===== config.mk =====
export PLATFORM = sky130hd
export DESIGN_NAME = fir_tap_sequencer
export DESIGN_NICKNAME = d
export VERILOG_FILES = /design/src/rtl/fir_pkg.sv /design/src/rtl/fir_sat_mac.sv /design/src/rtl/fir_tap_sequencer.sv
export SDC_FILE = /design/constraint.sdc
export NUM_CORES = 1
export LEC_CHECK = 0
export ABC_AREA = 0
export CORE_ASPECT_RATIO = 2
export CORE_MARGIN = 2
export CORE_UTILIZATION = 50
export DETAILED_ROUTE_END_ITERATION = 16
export PLACE_DENSITY = 0.69
export SLEW_MARGIN = 20
export SYNTH_ARGS = -nofsm -noshare
export SYNTH_HDL_FRONTEND = slang
export SYNTH_SLANG_ARGS = --single-unit
export TNS_END_PERCENT = 20

===== constraint.sdc =====
create_clock -name system1000 -period 33 [get_ports system1000]
set_clock_uncertainty 0.05 [all_clocks]
set_input_delay 4.95 -clock system1000 [delete_from_list [all_inputs] [get_ports system1000]]
set_output_delay 4.95 -clock system1000 [all_outputs]
set_load 0.01 [all_outputs]

===== src/rtl/fir_pkg.sv =====
// Shared constants, state encoding and saturating arithmetic for the
// time-multiplexed FIR tap sequencer.
package fir_pkg;

    localparam int DW = 16;

    localparam logic [DW-1:0] SAT_MAX = {1'b0, {(DW-1){1'b1}}};
    localparam logic [DW-1:0] SAT_MIN = {1'b1, {(DW-1){1'b0}}};

    localparam logic [1:0] IDLE = 2'd0;
    localparam logic [1:0] MAC  = 2'd1;
    localparam logic [1:0] HOLD = 2'd2;

    typedef struct packed {
        logic [DW-1:0] val;
        logic          clip;
    } sat_t;

    // Power-on coefficient bank; taps beyond the fourth start at zero.
    function automatic logic [DW-1:0] def_coef(input int idx);
        case (idx)
            0:       def_coef = DW'(2);
            1:       def_coef = DW'(3);
            2:       def_coef = DW'(-2);
            3:       def_coef = DW'(8);
            default: def_coef = '0;
        endcase
    endfunction

    function automatic sat_t sat_mult(input logic [DW-1:0] a, input logic [DW-1:0] b);
        logic [2*DW-1:0] p;
        sat_t r;
        p = $signed({{DW{a[DW-1]}}, a}) * $signed({{DW{b[DW-1]}}, b});
        // In range only when the upper DW+1 bits are a pure sign extension.
        if ((&p[2*DW-1:DW-1]) || !(|p[2*DW-1:DW-1])) begin
            r.val  = p[DW-1:0];
            r.clip = 1'b0;
        end else begin
            r.val  = p[2*DW-1] ? SAT_MIN : SAT_MAX;
            r.clip = 1'b1;
        end
        return r;
    endfunction

    function automatic sat_t sat_plus(input logic [DW-1:0] a, input logic [DW-1:0] b);
        logic [DW:0] s;
        sat_t r;
        s = {a[DW-1], a} + {b[DW-1], b};
        if (s[DW] != s[DW-1]) begin
            r.val  = s[DW] ? SAT_MIN : SAT_MAX;
            r.clip = 1'b1;
        end else begin
            r.val  = s[DW-1:0];
            r.clip = 1'b0;
        end
        return r;
    endfunction

endpackage


===== src/rtl/fir_sat_mac.sv =====
// The single shared saturating multiply-accumulate step: sum = sat(acc + sat(a*b)).
module fir_sat_mac
    import fir_pkg::*;
(
    input  logic [DW-1:0] acc,
    input  logic [DW-1:0] a,
    input  logic [DW-1:0] b,
    output logic [DW-1:0] sum,
    output logic          clip
);

    sat_t prod;
    sat_t total;

    always_comb begin
        prod  = sat_mult(a, b);
        total = sat_plus(acc, prod.val);
        sum   = total.val;
        clip  = prod.clip | total.clip;
    end

endmodule


===== src/rtl/fir_tap_sequencer.sv =====
// FIR controller that walks one shared saturating MAC across all taps,
// one tap per clock, with a run-time writable coefficient bank.
module fir_tap_sequencer
    import fir_pkg::*;
#(
    parameter int NTAPS = 4,
    parameter int AW    = $clog2(NTAPS)
) (
    input  logic          system1000,
    input  logic          system1000_rst,
    input  logic [DW-1:0] in_data,
    input  logic          in_valid,
    output logic          in_ready,
    output logic [DW-1:0] out_data,
    output logic          out_valid,
    input  logic          out_ready,
    output logic          out_sat,
    input  logic          cfg_we,
    input  logic [AW-1:0] cfg_addr,
    input  logic [DW-1:0] cfg_data,
    output logic          cfg_ready,
    output logic          busy,
    output logic [1:0]    fsm_state
);

    // Handshakes: a sample moves on an edge where in_valid && in_ready; a
    // result leaves on an edge where out_valid && out_ready; a coefficient
    // write lands on an edge where cfg_we && cfg_ready.

    logic [1:0]    state;
    logic [AW-1:0] cnt;
    logic [DW-1:0] acc;
    logic          satf;
    logic [DW-1:0] win  [NTAPS];
    logic [DW-1:0] coef [NTAPS];
    logic [DW-1:0] mac_sum;
    logic          mac_clip;

    fir_sat_mac u_mac (
        .acc  (acc),
        .a    (coef[cnt]),
        .b    (win[cnt]),
        .sum  (mac_sum),
        .clip (mac_clip)
    );

    assign in_ready  = (state == IDLE);
    assign cfg_ready = (state == IDLE);
    assign busy      = (state != IDLE);
    assign fsm_state = state;

    always_ff @(posedge system1000 or posedge system1000_rst) begin
        if (system1000_rst) begin
            state     <= IDLE;
            cnt       <= '0;
            acc       <= '0;
            satf      <= 1'b0;
            out_data  <= '0;
            out_sat   <= 1'b0;
            out_valid <= 1'b0;
            for (int i = 0; i < NTAPS; i++) begin
                win[i]  <= '0;
                coef[i] <= def_coef(i);
            end
        end else begin
            case (state)
                IDLE: begin
                    if (in_valid) begin
                        for (int k = NTAPS - 1; k > 0; k--) begin
                            win[k] <= win[k-1];
                        end
                        win[0] <= in_data;
                        acc    <= '0;
                        satf   <= 1'b0;
                        cnt    <= '0;
                        state  <= MAC;
                    end
                    // A same-edge write is seen by the sample, since MAC starts next cycle.
                    if (cfg_we && (32'(cfg_addr) < NTAPS)) begin
                        coef[cfg_addr] <= cfg_data;
                    end
                end
                MAC: begin
                    acc  <= mac_sum;
                    satf <= satf | mac_clip;
                    cnt  <= cnt + AW'(1);
                    if (cnt == AW'(NTAPS - 1)) begin
                        out_data  <= mac_sum;
                        out_sat   <= satf | mac_clip;
                        out_valid <= 1'b1;
                        state     <= HOLD;
                    end
                end
                HOLD: begin
                    if (out_ready) begin
                        out_valid <= 1'b0;
                        state     <= IDLE;
                    end
                end
                default: state <= IDLE;
            endcase
        end
    end

endmodule


Word level (Yosys, flattened, before mapping)
Cells that the tools add are included.
{ "totals": {"ff_bits": 167, "latchBits": 0, "ram_bits": 0, "rom_bits": 0, "inputBits": 39, "out_inout_bits": 23, "elab_cells": 73, "n_memories": 0} }
{ "op_classes": {"add_sub_neg": 2, "mul": 1, "div_mod_pow": 0, "magnitude_cmp": 3, "eq_ne": 7, "shifts": 0, "muxes": 26, "bitwise_logic": 4, "n_reduce_logical": 15} }
{ "op_table": {"columns": ["op", "count"], "rows": [
  ["two-way mux 16 bit", 8],
  ["binary-select mux 16 bit (select 2 bit)", 2],
  ["bitwise mux 64 bit", 1],
  ["two-way mux 17 bit", 2],
  ["demux 16 bit (select 2 bit)", 1],
  ["multiplier 16 x 16 -> 32 bit", 1],
  ["one-hot mux 16 bit (2 select lines)", 1],
  ["adder 16 x 16 -> 17 bit", 1],
  ["AND reduction 17 bit", 1],
  ["OR reduction 17 bit", 1],
  ["two-way mux 2 bit", 4],
  ["AND reduction 2 bit", 4],
  ["greater-or-equal comparator 3 bit, second input constant", 2],
  ["inequality test 2 bit, second input constant", 3],
  ["NOT 2 -> 3 bit", 2],
  ["one-hot mux 2 bit (3 select lines)", 1],
  ["AND reduction 3 bit", 2],
  ["nonzero test 2 bit", 3],
  ["equality test 2 bit, second input constant", 2],
  ["one-hot mux 1 bit (2 select lines)", 2],
  ["one-hot mux 2 bit (2 select lines)", 1],
  ["less-than comparator 3 x 1 -> 1 bit, second input constant", 1],
  ["two-way mux 1 bit", 3],
  ["adder 2 x 1 -> 2 bit, second input constant", 1],
  ["other kinds (7)", 8]
]} }

Logic depth before layout (Yosys ltp)
{ "logic_depth": {"ltp_word": 15, "mapped_depth": 44, "depth_no_buf": 39} }

By module
From an unflattened synthesis, not the netlist that was laid out.
{ "unflattened": {"cells_unflattened": 1771, "area_unflattened_um2": 18612.9} }
{ "modules_own_cells": {"columns": ["module", "instances", "cells_each", "area_each_um2", "seq_area_each_um2"], "rows": [
  ["fir_sat_mac", 1, 1320, 11417.2, 0.0],
  ["fir_tap_sequencer", 1, 451, 7195.7, 4202.8]
]} }

Worst setup path after synthesis
OpenSTA, ideal clock, no wires.
{ "synth_path": {"path_kind": "reg-to-reg", "start": "register cnt[0]", "end": "register out_data[10]", "setup_time_ps": 134, "t_arrival_ps": 11512, "required_ps": 32816, "path_slack_ps": 21304, "path_stages_with_launch": 41, "path_buffers": 5, "period_less_slack_ps": 11696, "cell_sequence": "dfrtp_1 clkbuf_1 buf_1 mux4_2 clkbuf_1 nand2_1 inv_1 fa_1 inv_1 fa_1 inv_1 fa_1 fa_1 fa_1 inv_1 fa_1 inv_1 ha_1 [... 5 more ...] a21oi_1 xnor2_2 inv_1 o41ai_4 buf_12 mux2i_1 ha_1 fa_1 a21o_1 a21oi_1 o21bai_1 a2111oi_0 o311ai_0 a21oi_1 nand2_1 clkbuf_1 a21oi_1 o21ai_0"} }
{ "synth_between": {"elab_chain_len": 12, "word_cells_on_any_way": 20, "cone_classes": "add/sub (1); mul (1); eq/ne (2); mux (10); bitwise (1); reduce/logical (5)"} }
{ "synth_lines": {"columns": ["element", "line_no", "source"], "rows": [
  ["from (decl)", "fir_tap_sequencer.sv:31", "logic [AW-1:0] cnt;"],
  ["from (signal assigned)", "fir_tap_sequencer.sv:86", "cnt <= cnt + AW'(1);"],
  ["NOT 2 -> 3 bit (implied by the code)", "fir_tap_sequencer.sv:41, fir_tap_sequencer.sv:42", null],
  ["binary-select mux 16 bit (select 2 bit), on equally long branches", "fir_tap_sequencer.sv:41, fir_tap_sequencer.sv:42", null],
  ["two-way mux 16 bit, on equally long branches (2 in a row)", "fir_tap_sequencer.sv:41, fir_tap_sequencer.sv:42", null],
  ["multiplier 16 x 16 -> 32 bit", "fir_pkg.sv:33", "p = $signed({{DW{a[DW-1]}}, a}) * $signed({{DW{b[DW-1]}}, b});"],
  ["OR reduction 17 bit", "fir_pkg.sv:35", "if ((&p[2*DW-1:DW-1]) || !(|p[2*DW-1:DW-1])) begin"],
  ["logical NOT 1 bit", "fir_pkg.sv:35", null],
  ["logical OR 1 bit", "fir_pkg.sv:35", null],
  ["two-way mux 17 bit", "fir_pkg.sv:35", null],
  ["adder 16 x 16 -> 17 bit", "fir_pkg.sv:48", "s = {a[DW-1], a} + {b[DW-1], b};"],
  ["two-way mux 16 bit / inequality test 1 bit (equally long branches)", "fir_pkg.sv:50, fir_pkg.sv:49", null],
  ["two-way mux 17 bit", "fir_pkg.sv:49", "if (s[DW] != s[DW-1]) begin"],
  ["to (signal assigned)", "fir_tap_sequencer.sv:88", "out_data <= mac_sum;"],
  ["to (decl)", "fir_tap_sequencer.sv:14", "output logic [DW-1:0] out_data,"]
]} }
Several ways; a longest one is shown, not always the timed one. The select of a mux whose other input is x is not followed.
A chain may end at the register's enable or synchronous reset.

Final worst setup path
{ "layout_path": {"start": "register cnt[0]", "end": "register out_data[7]"} }
The elaborated chain is that of the path after synthesis.

==> impl_metrics.tcl <==
set metrics [dict create \
    outcome "completed" \
    crit_buf_inv 7 \
    reg2reg_depth 36 \
    slowest_delay_ns 0.76 \
    grt_pass1_vias 14950 \
    ys_ff_latch 167 \
    synth_ff_type "dfrtp_1" \
    r2r_slack_ns 20.34 \
    hp-start "win[5]$_DFFE_PP0P_" \
    ctsRootBufferMaster "clkbuf_16" \
    syn_avg_cell_area_sq_um 9.708 \
    synth_warnings 0 \
    clock_path_buffers 2 \
    initialDrtViolationCount 902 \
    ios 62 \
    cts_made_buffers 17 \
    synthTopCellsByArea "fa_1 28%, dfrtp_1 20%, nand2_1 7.4%" \
    rr_startpoint "cnt[0]$_DFFE_PP0P_" \
    dr.pass1.iters 6 \
    die_h_microns 276.4 \
    dp_slack_ns 20.42 \
    num_vias 13680 \
    routabilityCongestion 0.9283 \
    fillers 3175 \
    n_antenna_cell 0 \
    synthesis.nets 2312 \
    r2r_end "out_data[7]$_DFFE_PP0P_" \
    setup_slack_ns 20.34 \
    maxCapViolCount 0 \
    clk_pin_slew_ns 0.07 \
    setup_tns_ns 0 \
    setup_violations 0 \
    layout_commonest_cell "nand2_1" \
    routed_wl_mm 48.08 \
    num_rows 99 \
    avgRoutedWirePerCell_microns 20.17 \
    cpMostUsedCell "fa_1" \
    holdBufCountCts 0 \
    vias_per_cell 5.739 \
    drc 0 \
    cts_max_level 4 \
    final_cell_mix "365 x nand2_1, 292 x inv_1, 263 x fa_1" \
    synth.top_cell.area_share_pct 28.38 \
    grt_start_max_net_pins 85 \
    grt_overflow_total 0 \
    yosysUniqueCellTypes 84 \
    async_flop_share_pct 100.0 \
    fp.dieW_microns 140.2 \
    worstPathRequired_ns 33.21 \
    crit_family "adder cells" \
    rsz0062_at_grt "false" \
    hold_viol 0 \
    post-route-period-util_pct 38.37 \
    coreArea_sq_um 36540 \
    antenna_found_initial 0 \
    portBuffers 61 \
    post_cts_buffers 0 \
    grt_first_pass_wirelength_mm 76.73 \
    tightest_slew_ns 1.111 \
    synth_top_area_cell "fa_1" \
    clkLatencyLatePin_ns 0.43 \
    startpoint_type "flip-flop" \
    area_delta_synth_final_pct 8.127 \
    hold_end "win[5]$_DFFE_PP0P_" \
    initial_core_util_pct 50.77 \
    worstSetupPathType "flip-flop to flip-flop" \
    design.die.area_sq_um 38760 \
    final_max_slew_viol_count 0 \
    drive_gt1_share_pct 9.845 \
    synth_edf_count 0 \
    cp-end-kind "flip-flop" \
    hold-worst-slack_ns 0.4248 \
    synth_cells 1911 \
    worstHoldPathType "flip-flop to flip-flop" \
    whs_path_depth 2 \
    tritoncts "done" \
    grt_use_total_pct 25.57 \
    yosysSeqAreaShare_pct 22.65 \
    cts_resized 0 \
    cp_slowest_cell "mux4_2" \
    synthesis.area_sq_um 18550 \
    fin_crit_ns 12.66 \
    ant_nets 0 \
    cts_sinks 167 \
    dp_hpwl_mm 38.21 \
    path_max_fanout 37 \
    crit_arrival_ns 12.87 \
    nets 2318 \
    max_slew_margin_pct 25.74 \
    fin_util_pct 54.90 \
    fmax_ghz 0.07898 \
]
[worst max-delay path by stage]
stage	slack, ns	cells after the start	endpoint	startpoint
floorplan	21.30	40	out_data[10]$_DFFE_PP0P_	cnt[0]$_DFFE_PP0P_
detailed placement	20.42	36	acc[3]$_DFFE_PP0P_	cnt[0]$_DFFE_PP0P_
global placement	20.81	36	out_data[2]$_DFFE_PP0P_	cnt[0]$_DFFE_PP0P_
CTS	20.37	36	out_data[7]$_DFFE_PP0P_	cnt[0]$_DFFE_PP0P_
global route	19.47	36	out_data[7]$_DFFE_PP0P_	cnt[0]$_DFFE_PP0P_
finish	20.34	36	out_data[7]$_DFFE_PP0P_	cnt[0]$_DFFE_PP0P_
[kinds of logic (layout without fill, tap and decap cells)]
logic type / after synthesis / in the layout / share of synthesized area, %
adders and majority gates: 363 / 363 / 35.11
and+or+nand+nor: 657 / 657 / 16.54
AOI/OAI and AO/OA: 193 / 193 / 7.183
DFF: 167 / 167 / 22.65
xor gates and xnor gates: 36 / 36 / 1.740
buffers and inverters: 378 / 397 / 7.911
muxes: 117 / 117 / 8.868
[per-stage QoR]
step,instances,instance area [sq um]
floorplan,1911,18550
global placement,2352,19470
detailed placement,2352,19470
CTS,2384,20060
global route,2384,20060
finish,2384,20060
[synthesized netlist by cell type, types with 5 or more instances]
| master | n |
|---|---|
| a21o_1 | 17 |
| a21oi_1 | 43 |
| and2_1 | 109 |
| and3_1 | 6 |
| buf_1 | 5 |
| buf_2 | 5 |
| clkbuf_1 | 68 |
| dfrtp_1 | 148 |
| dfstp_2 | 19 |
| fa_1 | 263 |
| ha_1 | 99 |
| inv_1 | 293 |
| mux2_2 | 67 |
| mux2i_1 | 17 |
| mux4_2 | 30 |
| nand2_1 | 366 |
| nand2b_1 | 12 |
| nand3_1 | 31 |
| nand4_1 | 7 |
| nor2_1 | 52 |
| nor2b_1 | 18 |
| nor3_1 | 17 |
| o211ai_1 | 10 |
| o21a_1 | 12 |
| o21ai_0 | 50 |
| o21ai_1 | 10 |
| o21bai_1 | 5 |
| or2_2 | 7 |
| xnor2_1 | 23 |
| xor2_1 | 12 |
[cell type report]
type	count	area, sq um	share of cell area (%)
Clock buffer	21	470.5	2.345
Tap cell	454	568.0	2.832
Sequential cell	167	4204	20.96
Multi-Input combinational cell	1366	12910	64.35
Inverter	295	1112	5.545
Clock inverter	11	115.1	0.5738
Timing Repair Buffer	70	681.9	3.399
[worst min-delay path, stage by stage, from the launching register on]
cell,delay (ns)
dfrtp_1,0.34
nand2_1,0.05
nand2_1,0.05
[state kept, by name, indices dropped and copies added (netlist names)]
name       flops
satf           1
out_sat        1
win           64
cnt            2
out_data      16
coef          64
acc           16
out_valid      1
fsm_state      2
[per-layer routing]
metal,wire length [microns],share of wire (%),global-route usage (%),vias to the layer above
li1,-,-,-,6089
met1,16130,34,25.94,7010
met2,26770,56,48.08,415
met3,1412,2.9,2.113,168
met4,3777,7.9,18.60,0
met5,0,0,0,-
Power is left out: the tool's default activity adds up to more than one toggle a clock period on the data nets, which glitch-free logic cannot reach.
